--- src/rtl/user_mgr_arbiter.sv ---
// Round-robin arbiter sharing one OBI manager port between NumReq user managers.
// Optional per-requester grant counters are enabled by defining USER_MGR_ARB_STATS_EN.

package user_mgr_obi_pkg;

  typedef struct packed {
    logic [31:0] addr;
    logic        we;
    logic [3:0]  be;
    logic [31:0] wdata;
  } mgr_obi_a_chan_t;

  typedef struct packed {
    logic             req;
    mgr_obi_a_chan_t  a;
  } mgr_obi_req_t;

  typedef struct packed {
    logic [31:0] rdata;
    logic        err;
  } mgr_obi_r_chan_t;

  typedef struct packed {
    logic            gnt;
    logic            rvalid;
    mgr_obi_r_chan_t r;
  } mgr_obi_rsp_t;

endpackage

module user_mgr_arbiter
  import user_mgr_obi_pkg::*;
#(
  parameter int unsigned NumReq      = 2,
  parameter int unsigned NumMaxTrans = 2,
  parameter type         obi_req_t   = mgr_obi_req_t,
  parameter type         obi_rsp_t   = mgr_obi_rsp_t
) (
  input  logic        clk_i,
  input  logic        rst_ni,
  input  obi_req_t    sbr_req_i [NumReq],
  output obi_rsp_t    sbr_rsp_o [NumReq],
  output obi_req_t    mgr_req_o,
  input  obi_rsp_t    mgr_rsp_i,
  output logic        busy_o
`ifdef USER_MGR_ARB_STATS_EN
  ,
  output logic [15:0] grant_cnt_o [NumReq]
`endif
);

  function automatic int unsigned idx_width(input int unsigned n);
    return (n > 1) ? unsigned'($clog2(n)) : 1;
  endfunction

  localparam int unsigned IdxW = idx_width(NumReq);
  localparam int unsigned PtrW = idx_width(NumMaxTrans);
  localparam int unsigned CntW = $clog2(NumMaxTrans + 1);

  typedef logic [IdxW-1:0] idx_t;
  typedef logic [PtrW-1:0] ptr_t;
  typedef logic [CntW-1:0] cnt_t;

  function automatic ptr_t ptr_inc(input ptr_t p);
    return (p == ptr_t'(NumMaxTrans - 1)) ? '0 : p + ptr_t'(1);
  endfunction

  idx_t rr_ptr_q, rr_ptr_d;
  idx_t sel_q, sel_d;
  logic lock_q, lock_d;
  idx_t fifo_q [NumMaxTrans];
  idx_t fifo_d [NumMaxTrans];
  ptr_t wr_ptr_q, wr_ptr_d;
  ptr_t rd_ptr_q, rd_ptr_d;
  cnt_t count_q, count_d;

  idx_t arb_idx;
  idx_t sel;
  idx_t head;
  logic sel_req;
  logic full;
  logic empty;
  logic push;
  logic pop;

  // Scan starting at rr_ptr for the first active request.
  always_comb begin : rr_scan
    logic found;
    idx_t cand;
    arb_idx = rr_ptr_q;
    found   = 1'b0;
    cand    = '0;
    for (int unsigned k = 0; k < NumReq; k++) begin
      cand = idx_t'((32'(rr_ptr_q) + k) % NumReq);
      if (!found && sbr_req_i[cand].req) begin
        found   = 1'b1;
        arb_idx = cand;
      end
    end
  end

  assign sel     = lock_q ? sel_q : arb_idx;
  assign sel_req = sbr_req_i[sel].req;
  assign full    = (count_q == cnt_t'(NumMaxTrans));
  assign empty   = (count_q == '0);
  assign head    = fifo_q[rd_ptr_q];
  assign push    = mgr_req_o.req & mgr_rsp_i.gnt;
  assign pop     = rst_ni & mgr_rsp_i.rvalid & ~empty;
  assign busy_o  = ~empty;

  always_comb begin
    mgr_req_o = '0;
    if (rst_ni && sel_req) begin
      mgr_req_o.a   = sbr_req_i[sel].a;
      mgr_req_o.req = ~full;
    end
  end

  // R payload is broadcast; only the FIFO head sees rvalid.
  always_comb begin
    for (int unsigned i = 0; i < NumReq; i++) begin
      sbr_rsp_o[i]        = '0;
      sbr_rsp_o[i].r      = mgr_rsp_i.r;
      sbr_rsp_o[i].gnt    = push & (sel == idx_t'(i));
      sbr_rsp_o[i].rvalid = pop & (head == idx_t'(i));
    end
  end

  always_comb begin
    sel_d    = sel;
    lock_d   = sel_req & ~push;
    rr_ptr_d = rr_ptr_q;
    if (push) begin
      rr_ptr_d = (sel == idx_t'(NumReq - 1)) ? '0 : sel + idx_t'(1);
    end
  end

  always_comb begin
    fifo_d   = fifo_q;
    wr_ptr_d = wr_ptr_q;
    rd_ptr_d = rd_ptr_q;
    count_d  = count_q;
    if (push) begin
      fifo_d[wr_ptr_q] = sel;
      wr_ptr_d         = ptr_inc(wr_ptr_q);
    end
    if (pop) begin
      rd_ptr_d = ptr_inc(rd_ptr_q);
    end
    unique case ({push, pop})
      2'b10:   count_d = count_q + cnt_t'(1);
      2'b01:   count_d = count_q - cnt_t'(1);
      default: count_d = count_q;
    endcase
  end

  always_ff @(posedge clk_i or negedge rst_ni) begin
    if (!rst_ni) begin
      rr_ptr_q <= '0;
      sel_q    <= '0;
      lock_q   <= 1'b0;
      wr_ptr_q <= '0;
      rd_ptr_q <= '0;
      count_q  <= '0;
      for (int unsigned i = 0; i < NumMaxTrans; i++) begin
        fifo_q[i] <= '0;
      end
    end else begin
      rr_ptr_q <= rr_ptr_d;
      sel_q    <= sel_d;
      lock_q   <= lock_d;
      wr_ptr_q <= wr_ptr_d;
      rd_ptr_q <= rd_ptr_d;
      count_q  <= count_d;
      fifo_q   <= fifo_d;
    end
  end

`ifdef USER_MGR_ARB_STATS_EN
  logic [15:0] grant_cnt_q [NumReq];
  logic [15:0] grant_cnt_d [NumReq];

  // Saturating per-requester handshake counters.
  always_comb begin
    grant_cnt_d = grant_cnt_q;
    for (int unsigned i = 0; i < NumReq; i++) begin
      if (push && (sel == idx_t'(i)) && (grant_cnt_q[i] != 16'hFFFF)) begin
        grant_cnt_d[i] = grant_cnt_q[i] + 16'd1;
      end
    end
  end

  always_ff @(posedge clk_i or negedge rst_ni) begin
    if (!rst_ni) begin
      for (int unsigned i = 0; i < NumReq; i++) begin
        grant_cnt_q[i] <= '0;
      end
    end else begin
      grant_cnt_q <= grant_cnt_d;
    end
  end

  assign grant_cnt_o = grant_cnt_q;
`endif

`ifndef SYNTHESIS
  rvalid_when_empty: assert property (@(posedge clk_i) disable iff (!rst_ni)
      mgr_rsp_i.rvalid |-> !empty)
    else $warning("user_mgr_arbiter: rvalid with no outstanding transaction dropped");

  locked_req_dropped: assert property (@(posedge clk_i) disable iff (!rst_ni)
      lock_q |-> sbr_req_i[sel_q].req)
    else $warning("user_mgr_arbiter: locked requester withdrew its request");
`endif

endmodule
--- config.mk ---
export PLATFORM = sky130hd
export DESIGN_NAME = user_mgr_arbiter
export DESIGN_NICKNAME = d
export VERILOG_FILES = /design/src/rtl/user_mgr_arbiter.sv
export SDC_FILE = /design/constraint.sdc
export NUM_CORES = 1
export LEC_CHECK = 0
export BUFFER_PORTS_ARGS = -buffer_cell sky130_fd_sc_hd__buf_4
export CAP_MARGIN = 15
export CORE_AREA = 2 2 124 126
export DETAILED_ROUTE_END_ITERATION = 10
export DIE_AREA = 0 0 126 128
export GPL_TIMING_DRIVEN = 0
export SLEW_MARGIN = 20
export SYNTH_ARGS = -nofsm -noshare
export SYNTH_HDL_FRONTEND = slang
export SYNTH_SLANG_ARGS = --single-unit
export TNS_END_PERCENT = 20
--- constraint.sdc ---
create_clock -name clk_i -period 2.2 [get_ports clk_i]
set_clock_uncertainty 0.2 [all_clocks]
set_input_delay 0 -clock clk_i [delete_from_list [all_inputs] [get_ports clk_i]]
set_output_delay 0 -clock clk_i [all_outputs]
set_load 0.03 [all_outputs]
### Word-level counts from Yosys, hierarchy flattened

Index checks and enable logic that the tools add are counted.

* register bits after elaboration: 9
* input bits: 177
* output and inout port bits: 141
* logic and storage cells: 70

* $add $sub $neg: 6
* magnitude comparators: 6
* equal/unequal tests: 3
* mux-type cells: 23
* bitwise logic cells: 18
* reduce and logical (&&, ||, !) cells: 6

Operators with widths (count)
* 2-to-1 mux 70 bit: 10
* greater-or-equal comparator 2 bit, second input constant: 5
* 2-to-1 mux 1 bit: 10
* inverter 1 -> 2 bit: 5
* bitwise AND 1 bit: 8
* inverter 1 bit: 5
* adder 1 bit, second input constant: 4
* == test 2 bit, second input constant: 2
* case mux 2 bit (2 select lines): 1
* logical AND 1 bit: 3
* adder 2 x 1 -> 2 bit, second input constant: 1
* bitwise mux 2 bit: 1
* == test 2 x 1 -> 1 bit, second input constant: 1
* zero test 2 bit: 1
* less-than comparator 2 x 1 -> 1 bit, second input constant: 1
* nonzero test 2 bit: 1
* subtractor 2 x 1 -> 2 bit, second input constant: 1
* demux 1 bit (select 1 bit): 1
* zero test 1 bit: 1

### Longest topological paths before layout

Gate-level depths: netlist of the first run.

* word-level depth: 18
* mapped depth: 7

### Least setup slack after synthesis of the first run

OpenSTA, ideal clock, no wires.

* path kind: register to output
* from: register lock_q
* to: output port mgr_req_o[10] in the netlist's numbering
* arrival: 1.692 ns
* setup slack: 0.308 ns
* stages on the path, launching flop included: 6
* buffers on the path: 1
* cells stage by stage: dfrtp_1 -> a21boi_1 -> a2bb2oi_2 -> nand2_2 -> clkbuf_1 -> a21oi_1

RTL lines
* start: declaration: line 70 `logic lock_q, lock_d;`
* start signal: assignment: line 171 `lock_q <= lock_d;`
* end: declaration: line 43 `output obi_req_t mgr_req_o,`

==> key figures, run 1 <==
Yosys
  – Basic-gate share of the synthesized area counting and, or, nand and nor cells: 0.202
  – Yosys warns: 0
  – Largest family of logic cells by synthesized area: compound AO/OA/AOI/OAI gates
  – Adder and majority cell fraction of the synthesized area: 0.00564
  – Share of Yosys cell area claimed by the top area cell type: 0.227
  – Post-Synthesis Cells: 358
  – Synthesized area: 0.00222 sq mm
  – Cell taking the most area after synthesis: sky130_fd_sc_hd__buf_4
  – Sequential-to-total area share from yosys stat: 0.102
  – Synthesized netlist net count: 536
  – Ys async rst share: 1.00
  – Compound-cell area share of the yosys netlist: 0.346
  – Synthesized area divided by synthesized cell count: 6.19 sq um
  – Post-synth EDFFs: 0
  – Most used DFF post-synth: sky130_fd_sc_hd__dfrtp_1
  – Post-synth cell types: 34
  – Multiplexer share of the synthesized area: 0.0147
  – Synthesis-stage register bit count: 9
  – Top cells by area, synth: sky130_fd_sc_hd__buf_4 (23%), sky130_fd_sc_hd__a21oi_1 (16%), sky130_fd_sc_hd__nand3_1 (16%), sky130_fd_sc_hd__o21ai_0 (16%), sky130_fd_sc_hd__dfrtp_1 (10%)
  – Post-synthesis share of cell area spent on xor and xnor gates: 0.0198
  – Commonest cells in the synthesized netlist: sky130_fd_sc_hd__a21oi_1 (71), sky130_fd_sc_hd__nand3_1 (70), sky130_fd_sc_hd__o21ai_0 (69)
  – Cell with the most instances after synthesis: sky130_fd_sc_hd__a21oi_1

STA
  – Total negative slack: 0 ps
  – Final cycle utilization of the critical path: 0.950
  – # setup viols final: 0
  – Unrepaired setup endpoints after global routing: false
  – Headroom to the max-slew limit: 0.683
  – Slew at the pin with the worst max-slew slack: 476 ps
  – Max-slew violations: 0
  – Fin. Hold Viols: 0
  – Max Freq: 478 MHz
  – Post-layout worst setup margin: 109 ps
  – Post-route minimum period: 2090 ps

Worst setup path
  – Cells on worst reg2reg path: 6
  – Worst path depth: 5
  – Maximum fanout count along the critical path: 10
  – Critical-path cell list: nand2_1, buf_1, nand3_1, a21oi_1, buf_4
  – Critical path startpoint category: register
  – Buffer and inverter count on the worst path: 2
  – Required time reported for the critical path endpoint: 2000 ps
  – Type of destination of the critical path: output port
  – Arrival time of data at the critical path endpoint: 1890 ps
  – Critical Path Slowest Stage Cell: sky130_fd_sc_hd__dfrtp_2
  – Setup CP Type: register to output port
  – Family with the most delay on the worst path: buffers and inverters
  – Largest stage delay, worst path: 450 ps

Global routing
  – Via count of the first global-routing pass: 3253
  – Number of antenna violations at the first check in global routing: 0
  – Global-route wire length before repair: 17.7 mm
  – Pin count of the biggest net entering global routing: 20
  – Overall fraction of global-route tracks in use: 0.135
  – Remaining global-route overflow: 0

CTS
  – CTS root buffer: sky130_fd_sc_hd__clkbuf_16
  – Number of levels in the clock H-tree: 1
  – TritonCTS clock tree: yes
  – CTS Buf Count: 3
  – Clock sinks: 9
  – Insertion delay of the later-clocked pin in the worst-skew pair: 230 ps
  – Maximum root-to-sink buffer count: 2
  – Clock-pin slew on the worst setup and hold paths: 40 ps

Placement
  – Setup slack at placement: -42.3 ps
  – Final estimated routing congestion in global placement: 0.787
  – Count of buffers from port buffering: 284
  – Dpl hpwl: 10.2 mm

Pwr
  – Sequential Power Share: 0.087
  – Power density over the cells: 819 mW/mm^2
  – Clock power frac: 0.082
  – Leak pwr: 0.00248 uW
  – P_sw: 2150 uW
  – Combinational share of power: 0.831
  – Peak ir drop on the vdd network: 0.481 mV
  – Cell Int Power: 1750 uW
  – Switching share of power: 0.551

Worst hold path
  – Hold path cells: 2
  – Class of the tightest hold or removal check: input pin to output port

Routing
  – Iteration-0 DRC count of the detailed router: 153
  – Total number of vias: 3598
  – Number of routed nets with antenna violations: 0
  – Detail-routed net length per standard cell: 14.9 um
  – Number of optimization iterations in the first detailed-route pass: 4
  – DRT Wirelength: 12.6 mm
  – Average via count per standard cell: 4.28
  – Drt drc: 0

Floorplan
  – DIE HEIGHT: 128 um
  – Initial standard-cell utilization of the core: 0.149
  – Top Ports: 318
  – Die Area: 0.0161 sq mm
  – Placeable core area: 0.0149 sq mm
  – Chip width: 126 um
  – Row count: 45

Final layout
  – Number of nets in the final layout: 831
  – Number of fillers in the final layout: 1657
  – Fraction of final layout cells sized beyond drive strength 1: 0.620
  – Area growth from synthesis to layout: 115%
  – Antenna diode instance count: 0

Flow run
  – Reported max-cap violation count: 0

Outcome
  – Run status: finished, final reports clean
cells by family (layout without fill, tap and decap cells):
kind of cell    after synthesis  count (layout)
xor+xnor                      5               5
compound gates              146             146
flops                         9               9
fa+ha+maj                     1               1
simple gates                 87              87
mux                           3               3
buf+inv                     107             401
final timing paths:
kind	startpoint	end	slack, ps
max in group asynchronous	rst_ni	lock_q	870
setup reg to reg	count_q[0]	count_q[1]	200
min in group asynchronous	rst_ni	rd_ptr_q	610
setup / recovery	lock_q	mgr_req_o[39]	110
hold / removal	mgr_rsp_i[3]	sbr_rsp_o[3]	20
hold reg to reg	rd_ptr_q	rd_ptr_q	290
area by class of cell:
type                       instances  area [sq um]  area share
buffer                           102           699       0.147
timing repair buffer             291          2190       0.461
tap                              188           235      0.0494
clock buffer                       4          78.8      0.0165
sequential                         9           226      0.0475
multi-input combinational        242          1320       0.276
inverter                           4          15.0     0.00315
registers in the layout, summed over array words and instances, names as in the netlist:
register  cells
count_q       2
fifo_q        2
lock_q        1
rd_ptr_q      1
rr_ptr_q      1
sel_q         1
wr_ptr_q      1
timing repair:
item                                    in CTS  in global routing
resized for setup                            9                 27
pin swaps                                    2                  0
hold buffers                                 4                  0
endpoints found under the hold margin       11                  0
buffers inserted                             3                  0
endpoints found under the setup margin      69                 56
metrics by stage:
stage / util / instances / total power, uW / hold WS, ps / area (sq um)
6_report: 0.321 / 840 / 3900 / 16.0 / 4760
5_1_grt: 0.321 / 840 / 4190 / 18.7 / 4760
4_1_cts: 0.319 / 840 / 3910 / 16.5 / 4740
3_5_place_dp: 0.308 / 830 / 3530 / -352 / 4580
3_3_place_gp: 0.308 / 830 / 3520 / -355 / 4580
2_1_floorplan: - / 358 / 2360 / -496 / 2220
worst register-to-register path, delay by kind of cell, from the launching register on:
kind                     cells  cell delay (ps)
adder cells (fa/ha/maj)      1              350
XOR/XNOR                     1              150
flip-flops                   1              410
AND/OR/NAND/NOR              2              330
buffers and inverters        1               80
AO/OA/AOI/OAI                1              410
power by group through the flow:
| stage | registers [uW] | logic (uW) | clock network [uW] |
|---|---|---|---|
| after global routing | 354 | 3500 | 336 |
| final | 341 | 3240 | 319 |
| after global placement | 333 | 3190 | 0 |
| after CTS | 336 | 3250 | 326 |
| after detailed placement | 335 | 3190 | 0 |
| after floorplan | 314 | 2040 | 0 |
placed cells by master (no fill, tap or decap), drive strengths merged:
cell type / count
a211o: 1
a211oi: 1
a21boi: 1
a21oi: 71
a2bb2oi: 1
a31oi: 1
a41oi: 1
and2: 1
buf: 369
clkbuf: 24
dfrtp: 9
dlygate4sd3: 4
ha: 1
inv: 4
mux2: 2
mux2i: 1
nand2: 4
nand2b: 1
nand3: 70
nand3b: 1
nor2: 6
nor2b: 3
o21ai: 69
or2: 1
xnor2: 4
xor2: 1
metal layers:
| metal | vias to the layer above | GRT usage | part of all wire |
|---|---|---|---|
| met2 | 174 | 0.238 | 0.51 |
| met4 | 0 | 0.0207 | 0.0091 |
| li1 | 1782 | - | - |
| met5 | - | 0 | 0 |
| met1 | 1632 | 0.176 | 0.41 |
| met3 | 10 | 0.0230 | 0.077 |
(Power assumes the default switching activity.)
==> run 2, diff against run 1 <==
--- a/config.mk
+++ b/config.mk
@@ -5,11 +5,13 @@
 export SDC_FILE = /design/constraint.sdc
 export NUM_CORES = 1
 export LEC_CHECK = 0
+export ABC_AREA = 1
 export BUFFER_PORTS_ARGS = -buffer_cell sky130_fd_sc_hd__buf_4
 export CAP_MARGIN = 15
-export CORE_AREA = 2 2 124 126
+export CORE_AREA = 2 2 125 127
+export CTS_CLUSTER_SIZE = 30
 export DETAILED_ROUTE_END_ITERATION = 10
-export DIE_AREA = 0 0 126 128
+export DIE_AREA = 0 0 127 129
 export GPL_TIMING_DRIVEN = 0
 export SLEW_MARGIN = 20
 export SYNTH_ARGS = -nofsm -noshare
==> run 2 against run 1 <==
Flip-flop and latch count did not move. Critical path depth grew 5. Area after synthesis down 10%. First-iteration DRC count decreased by 52%. Count of clock-buffer cells in the layout did not move. Sequential power shrank 11%. Synthesized cell count down 1.1%. Highest routed layer unchanged. Largest cell class unchanged.
==> key figures, run 2 <==
Global routing
  – Remaining global-route overflow: 0 (unchanged)
  – Global-route wire length before repair: 14.6 mm (-17%)
  – Overall fraction of global-route tracks in use: 0.110 (-0.0252)
  – Pin count of the biggest net entering global routing: 11 (-45%)
  – Global routing's busiest layer: met2
  – Met2 track demand over resource in global routing: 0.210 (-0.0275)
  – Global Route met3 Usage: 0.0170 (-0.00591)
  – Met1 global-route usage: 0.129 (-0.0476)
  – Via count of the first global-routing pass: 3013 (-7.4%)
  – Number of antenna violations at the first check in global routing: 0 (unchanged)

Placement
  – Number of instances in the placed design: 826 (-0.48%)
  – Setup slack at placement: -146 ps (-104 ps)
  – Final estimated routing congestion in global placement: 0.745 (-5.3%)
  – Dpl hpwl: 8.79 mm (-14%)
  – Post-DP Area: 0.00436 sq mm (-4.9%)
  – Count of buffers from port buffering: 284 (unchanged)

Yosys
  – Commonest cells in the synthesized netlist: sky130_fd_sc_hd__nand2_1 (149), sky130_fd_sc_hd__buf_4 (67), sky130_fd_sc_hd__a21oi_1 (60)
  – Cell taking the most area after synthesis: sky130_fd_sc_hd__nand2_1
  – Ys async rst share: 1.00 (unchanged)
  – Multiplexer share of the synthesized area: 0 (-0.0147)
  – Synthesized netlist net count: 532 (-0.75%)
  – Synthesized area: 0.00199 sq mm (-10%)
  – Synthesis-stage register bit count: 9 (unchanged)
  – Cell with the most instances after synthesis: sky130_fd_sc_hd__nand2_1
  – Yosys warns: 0 (unchanged)
  – Synthesized area divided by synthesized cell count: 5.62 sq um (-9.2%)
  – Compound-cell area share of the yosys netlist: 0.202 (-0.144)
  – Most used DFF post-synth: sky130_fd_sc_hd__dfrtp_1
  – Share of Yosys cell area claimed by the top area cell type: 0.281 (+0.0541)
  – Post-synth cell types: 22 (-35%)
  – Post-Synthesis Cells: 354 (-1.1%)
  – Top cells by area, synth: sky130_fd_sc_hd__nand2_1 (28%), sky130_fd_sc_hd__buf_4 (25%), sky130_fd_sc_hd__a21oi_1 (15%), sky130_fd_sc_hd__dfrtp_1 (11%), sky130_fd_sc_hd__a21oi_2 (4.4%)
  – Basic-gate share of the synthesized area counting and, or, nand and nor cells: 0.342 (+0.140)
  – Post-synth EDFFs: 0 (unchanged)
  – Largest family of logic cells by synthesized area: simple AND/OR/NAND/NOR gates
  – Post-synthesis share of cell area spent on xor and xnor gates: 0.0132 (-0.00655)
  – Adder and majority cell fraction of the synthesized area: 0.00629 (+0.000642)
  – Sequential-to-total area share from yosys stat: 0.113 (+0.0116)

Pwr
  – Power density over the cells: 925 mW/mm^2 (+13%)
  – Leak pwr: 0.00255 uW (+2.9%)
  – Peak ir drop on the vdd network: 0.459 mV (-4.6%)

Floorplan
  – Chip width: 127 um (+0.79%)
  – Die Area: 0.0164 sq mm (+1.6%)
  – DIE HEIGHT: 129 um (+0.78%)
  – Placeable core area: 0.0150 sq mm (+0.76%)
  – Row count: 45 (unchanged)
  – Top Ports: 318 (unchanged)
  – Initial standard-cell utilization of the core: 0.133 (-0.0162)

Final layout
  – Final standard cell count with taps included and fillers excluded: 839 (-0.12%)
  – Antenna diode instance count: 0 (unchanged)
  – Post-Layout Inst Area: 0.00457 sq mm (-4.1%)
  – Number of nets in the final layout: 830 (-0.12%)
  – Area growth from synthesis to layout: 130%
  – Most frequent cells in the layout: sky130_fd_sc_hd__buf_4 (355), sky130_fd_sc_hd__nand2_1 (149), sky130_fd_sc_hd__a21oi_1 (58)
  – Fraction of final layout cells sized beyond drive strength 1: 0.610 (-0.00980)
  – Most common library cell in the layout ignoring fill and taps: sky130_fd_sc_hd__buf_4
  – Largest registers: count_q (2), fifo_q (2)
  – Final Util: 0.305 (-0.0154)

STA
  – Headroom to the max-slew limit: 0.712 (+0.0297)
  – Slew at the pin with the worst max-slew slack: 432 ps (-44.5 ps)
  – Total negative slack: 0 ps (unchanged)
  – # setup viols final: 0 (unchanged)
  – Fin. Hold Viols: 0 (unchanged)
  – Post-route minimum period: 2060 ps (-31.0 ps)
  – Post-layout worst setup margin: 140 ps (+31.0 ps)
  – Max Freq: 485 MHz (+1.5%)
  – Final cycle utilization of the critical path: 0.936 (-0.0141)
  – Unrepaired setup endpoints after global routing: false
  – Max-slew violations: 0 (unchanged)

Outcome
  – Run status: finished, final reports clean

CTS
  – Clock sinks: 9 (unchanged)
  – Insertion delay of the later-clocked pin in the worst-skew pair: 240 ps (about the same)
  – Maximum root-to-sink buffer count: 2 (unchanged)
  – Number of levels in the clock H-tree: 1 (unchanged)
  – Clock-pin slew on the worst setup and hold paths: 40 ps (about the same)
  – CTS root buffer: sky130_fd_sc_hd__clkbuf_16
  – CTS Buf Count: 3 (unchanged)
  – TritonCTS clock tree: yes

Worst setup path
  – Critical-path cell list: nor2_1, nor2_1, nand2_1, nand2_2, nand2_2, nand3_4, buf_4, buf_2, a21oi_1, buf_4
  – Arrival time of data at the critical path endpoint: 1860 ps (-30 ps)
  – Largest stage delay, worst path: 390 ps (-60 ps)
  – Required time reported for the critical path endpoint: 2000 ps (about the same)
  – Setup CP Type: register to output port
  – Maximum fanout count along the critical path: 10 (unchanged)
  – Critical Path Slowest Stage Cell: sky130_fd_sc_hd__dfrtp_1
  – Critical path startpoint category: register
  – Type of destination of the critical path: output port

Routing
  – Average via count per standard cell: 3.85 (-10%)
  – DRT Wirelength: 10.4 mm (-17%)
  – Drt drc: 0 (unchanged)
  – Number of routed nets with antenna violations: 0 (unchanged)
  – Detail-routed net length per standard cell: 12.4 um (-17%)
  – Number of optimization iterations in the first detailed-route pass: 4 (unchanged)
  – Iteration-0 DRC count of the detailed router: 74 (-52%)
  – Total number of vias: 3231 (-10%)

Worst hold path
  – Class of the tightest hold or removal check: input pin to output port

Flow run
  – Reported max-cap violation count: 0 (unchanged)
-- run 2: cell types whose count changed after synthesis, moves of 7 or more --
cell	before	now
sky130_fd_sc_hd__a21oi_1	71	60
sky130_fd_sc_hd__a21oi_2	0	10
sky130_fd_sc_hd__nand2_1	2	149
sky130_fd_sc_hd__o21ai_0	69	2
sky130_fd_sc_hd__clkbuf_1	14	7
sky130_fd_sc_hd__clkbuf_2	7	0
sky130_fd_sc_hd__nand3_1	70	5
-- run 2: cell families after synthesis --
family	count (synthesis)
and+or+nand+nor	170
xor gates and xnor gates	3
DFF	9
adders and majority gates	1
buffers and inverters	98
AOI/OAI and AO/OA	73
-- run 2: what timing repair did --
action                     CTS  global route
pin swaps                    1             1
setup buffers                3             0
setup endpoints to repair   43            48
gates resized for setup      7            15
hold buffers                 6             0
hold endpoints to repair    15             0
-- run 2: path summary, 6_finish.rpt --
| path | start | to | slack, ps | cells past startpoint |
|---|---|---|---|---|
| min in group asynchronous | rst_ni | fifo_q[0] | 610 | 3 |
| hold reg to reg | fifo_q[0] | fifo_q[0] | 260 | 2 |
| setup / recovery | rr_ptr_q | mgr_req_o[53] | 140 | 10 |
| hold / removal | mgr_rsp_i[22] | sbr_rsp_o[22] | 20 | 2 |
| max in group asynchronous | rst_ni | rr_ptr_q | 900 | 3 |
| setup reg to reg | rr_ptr_q | count_q[1] | 220 | 12 |
-- run 2: worst max-delay path: cells and delay by family (launching register included) --
kind / cells / cell delay, ps
simple gates: 6 / 480
buf+inv: 3 / 550
flops: 1 / 390
compound gates: 1 / 190
-- run 2: metrics by stage --
stage / total power, uW / hold WS (ps)
finish: 4230 / 15.7
global route: 4580 / 20.1
global placement: 3840 / -355
detailed placement: 3850 / -356
CTS: 4240 / 16.4
floorplan: 2520 / -496
-- run 2: cell type report --
type,count,area [sq um]
Timing Repair Buffer,293,2210
Tap cell,188,235
Clock buffer,4,78.8
Inverter,10,38.8
Buffer,88,631
Fill cell,1661,10400
Multi-Input combinational cell,247,1150
Sequential cell,9,225
-- run 2: report_power, final --
part / switching [uW] / internal (uW)
combinational: 2290 / 1310
sequential: 54.8 / 247
clock: 82.2 / 242
total: 2430 / 1800
-- run 2: routing by layer --
layer,share of wire,wire [um]
met1,0.39,4040
met5,0,0
met4,0.0086,90
met3,0.081,841
met2,0.52,5450
==> run 3, diff against run 2 <==
==> constraint.sdc (replaced) <==
create_clock -name clk_i -period 2.2 [get_ports clk_i]
set_clock_uncertainty 0.2 [all_clocks]
set_input_delay 0.66 -clock clk_i [delete_from_list [all_inputs] [get_ports clk_i]]
set_output_delay 0.66 -clock clk_i [all_outputs]
set_load 0.03 [all_outputs]
==> run 3 against run 2 <==
The flow now finishes with violations (setup timing). Core utilization rose by 6.2 points. Final area increased by 20%. Maximum frequency fell by 27%. Cell count unchanged. Power rose by 30%. Global-route usage increased by 1.5 points. Non-clock buffer count stayed put. Largest power group unchanged. Highest routed layer unchanged.
==> key figures, run 3 (synthesis gave the netlist of run 2 again) <==
Pwr
  – Power density over the cells: 999 mW/mm^2 (+8.0%)
  – Power consumption: 5500 uW (+30%)
  – Leak pwr: 0.00273 uW (+7.1%)
  – Peak ir drop on the vdd network: 0.518 mV (+13%)

STA
  – Post-layout worst setup margin: -608 ps (-748 ps)
  – Max-slew violations: 0 (unchanged)
  – Total negative slack: -37110 ps (-37110 ps)
  – # setup viols final: 73 (+73)
  – Unrepaired setup endpoints after global routing: true
  – Worst hold-check slack: 57.2 ps (+41.5 ps)
  – Final cycle utilization of the critical path: 1.28 (+0.340)
  – Post-route minimum period: 2810 ps (+748 ps)
  – Max Freq: 356 MHz (-27%)
  – Headroom to the max-slew limit: 0.820 (+0.108)
  – Fin. Hold Viols: 0 (unchanged)
  – Slew at the pin with the worst max-slew slack: 270 ps (-162 ps)

Routing
  – Drt drc: 0 (unchanged)
  – DRT Wirelength: 11.7 mm (+13%)
  – Number of routed nets with antenna violations: 0 (unchanged)
  – Detail-routed net length per standard cell: 14.0 um (+13%)
  – Average via count per standard cell: 3.93 (+2.2%)
  – Total number of vias: 3301 (+2.2%)
  – Iteration-0 DRC count of the detailed router: 57 (-23%)
  – Number of optimization iterations in the first detailed-route pass: 4 (unchanged)

Worst hold path
  – Class of the tightest hold or removal check: input pin to asynchronous set/reset pin

Worst setup path
  – Type of destination of the critical path: output port
  – Cells on worst reg2reg path: 13 (+1)
  – Largest stage delay, worst path: 150 ps (-240 ps)
  – Maximum fanout count along the critical path: 5 (-5)
  – Critical path startpoint category: input pin
  – Critical Path Slowest Stage Cell: sky130_fd_sc_hd__buf_12
  – Setup CP Type: input pin to output port
  – Required time reported for the critical path endpoint: 1340 ps (-660 ps)
  – Arrival time of data at the critical path endpoint: 1950 ps (+90 ps)
  – Critical-path cell list: buf_8, nand2_1, nand2_1, nand2_2, nand2_4, nand2_4, nand3_4, buf_12, buf_12, buf_6, a21oi_4, buf_6

CTS
  – CTS Buf Count: 3 (unchanged)
  – Insertion delay of the later-clocked pin in the worst-skew pair: 230 ps (about the same)
  – Clock sinks: 9 (unchanged)
  – TritonCTS clock tree: yes
  – Maximum root-to-sink buffer count: 2 (unchanged)
  – Number of levels in the clock H-tree: 1 (unchanged)
  – Clock-pin slew on the worst setup and hold paths: 40 ps (about the same)
  – CTS root buffer: sky130_fd_sc_hd__clkbuf_16

Floorplan
  – Die Area: 0.0164 sq mm (unchanged)
  – Initial standard-cell utilization of the core: 0.133 (unchanged)
  – Placeable core area: 0.0150 sq mm (unchanged)
  – Chip width: 127 um (unchanged)
  – DIE HEIGHT: 129 um (unchanged)
  – Row count: 45 (unchanged)
  – Top Ports: 318 (unchanged)

Final layout
  – Number of fillers in the final layout: 1598 (-3.8%)
  – Most frequent cells in the layout: sky130_fd_sc_hd__buf_4 (294), sky130_fd_sc_hd__nand2_1 (148), sky130_fd_sc_hd__buf_6 (72)
  – Largest registers: count_q (2), fifo_q (2)
  – Most common library cell in the layout ignoring fill and taps: sky130_fd_sc_hd__buf_4
  – Area growth from synthesis to layout: 177%
  – Final standard cell count with taps included and fillers excluded: 839 (unchanged)
  – Multi-input gate area: 0.00165 sq mm (+44%)
  – Area taken by flip-flops and latches: 225 sq um (unchanged)
  – Number of nets in the final layout: 830 (unchanged)
  – Antenna diode instance count: 0 (unchanged)
  – Final Util: 0.368 (+0.0624)
  – Fraction of final layout cells sized beyond drive strength 1: 0.717 (+0.108)

Global routing
  – Number of antenna violations at the first check in global routing: 0 (unchanged)
  – Pin count of the biggest net entering global routing: 12 (+1)
  – Global-route wire length before repair: 16.2 mm (+11%)
  – Remaining global-route overflow: 0 (unchanged)
  – Overall fraction of global-route tracks in use: 0.124 (+0.0146)
  – Via count of the first global-routing pass: 3229 (+7.2%)

Outcome
  – Run status: complete, but fails checks
  – Failing checks: setup timing

Placement
  – Dpl hpwl: 9.58 mm (+9.0%)
  – Count of buffers from port buffering: 284 (unchanged)
  – Number of instances in the placed design: 826 (unchanged)
  – Final estimated routing congestion in global placement: 0.729 (-2.2%)

Flow run
  – Reported max-cap violation count: 0 (unchanged)
run 3: layout make-up:
cell class                      instances  share of cell area
Timing Repair Buffer                  294               0.455
Multi-Input combinational cell        247               0.300
Buffer                                 87               0.139
Tap cell                              188              0.0427
Sequential cell                         9              0.0409
Clock buffer                            4              0.0143
Inverter                               10             0.00773
run 3: worst max-delay path, delay by kind of cell:
kind | cells | cell delay, ps
buffers and inverters | 5 | 680
and+or+nand+nor | 6 | 460
AOI/OAI and AO/OA | 1 | 130
run 3: layer usage:
metal | vias up | GRT usage | part of all wire | routed length [um]
met5 | - | 0 | 0 | 0
met4 | 0 | 0.0155 | 0.0044 | 52
met3 | 5 | 0.0212 | 0.076 | 893
met2 | 174 | 0.245 | 0.54 | 6290
met1 | 1474 | 0.143 | 0.38 | 4500
li1 | 1648 | - | - | -
run 3: per-stage QoR:
stage | worst slack, ps | instance area [sq um]
final | -608 | 5510
after global routing | -660 | 5510
after CTS | -643 | 5390
after detailed placement | -857 | 4780
after global placement | -857 | 4780
after floorplan | -403 | 2420
run 3: final timing paths:
path                                      end           from  slack, ps
worst max-delay path            mgr_req_o[31]  sbr_req_i[69]       -610
worst min-delay path                 rd_ptr_q         rst_ni         60
worst max register to register     count_q[1]       rr_ptr_q         20
worst min register to register      fifo_q[0]      fifo_q[0]        270
max in group asynchronous              lock_q         rst_ni       1590
min in group clk_i                  fifo_q[0]      fifo_q[0]        270
run 3: repair_timing:
item,in CTS,in global routing
resized for setup,103,31
pin swaps,9,4
setup endpoints to repair,76,75
setup buffers,8,0
hold buffers,0,0
gates cloned,2,0
run 3: report_power, final:
group | total [uW] | switching [uW] | internal [uW]
Clock | 319 | 77.2 | 242
Combinational | 4880 | 2880 | 1990
Sequential | 305 | 57.6 | 247
Total | 5500 | 3020 | 2480
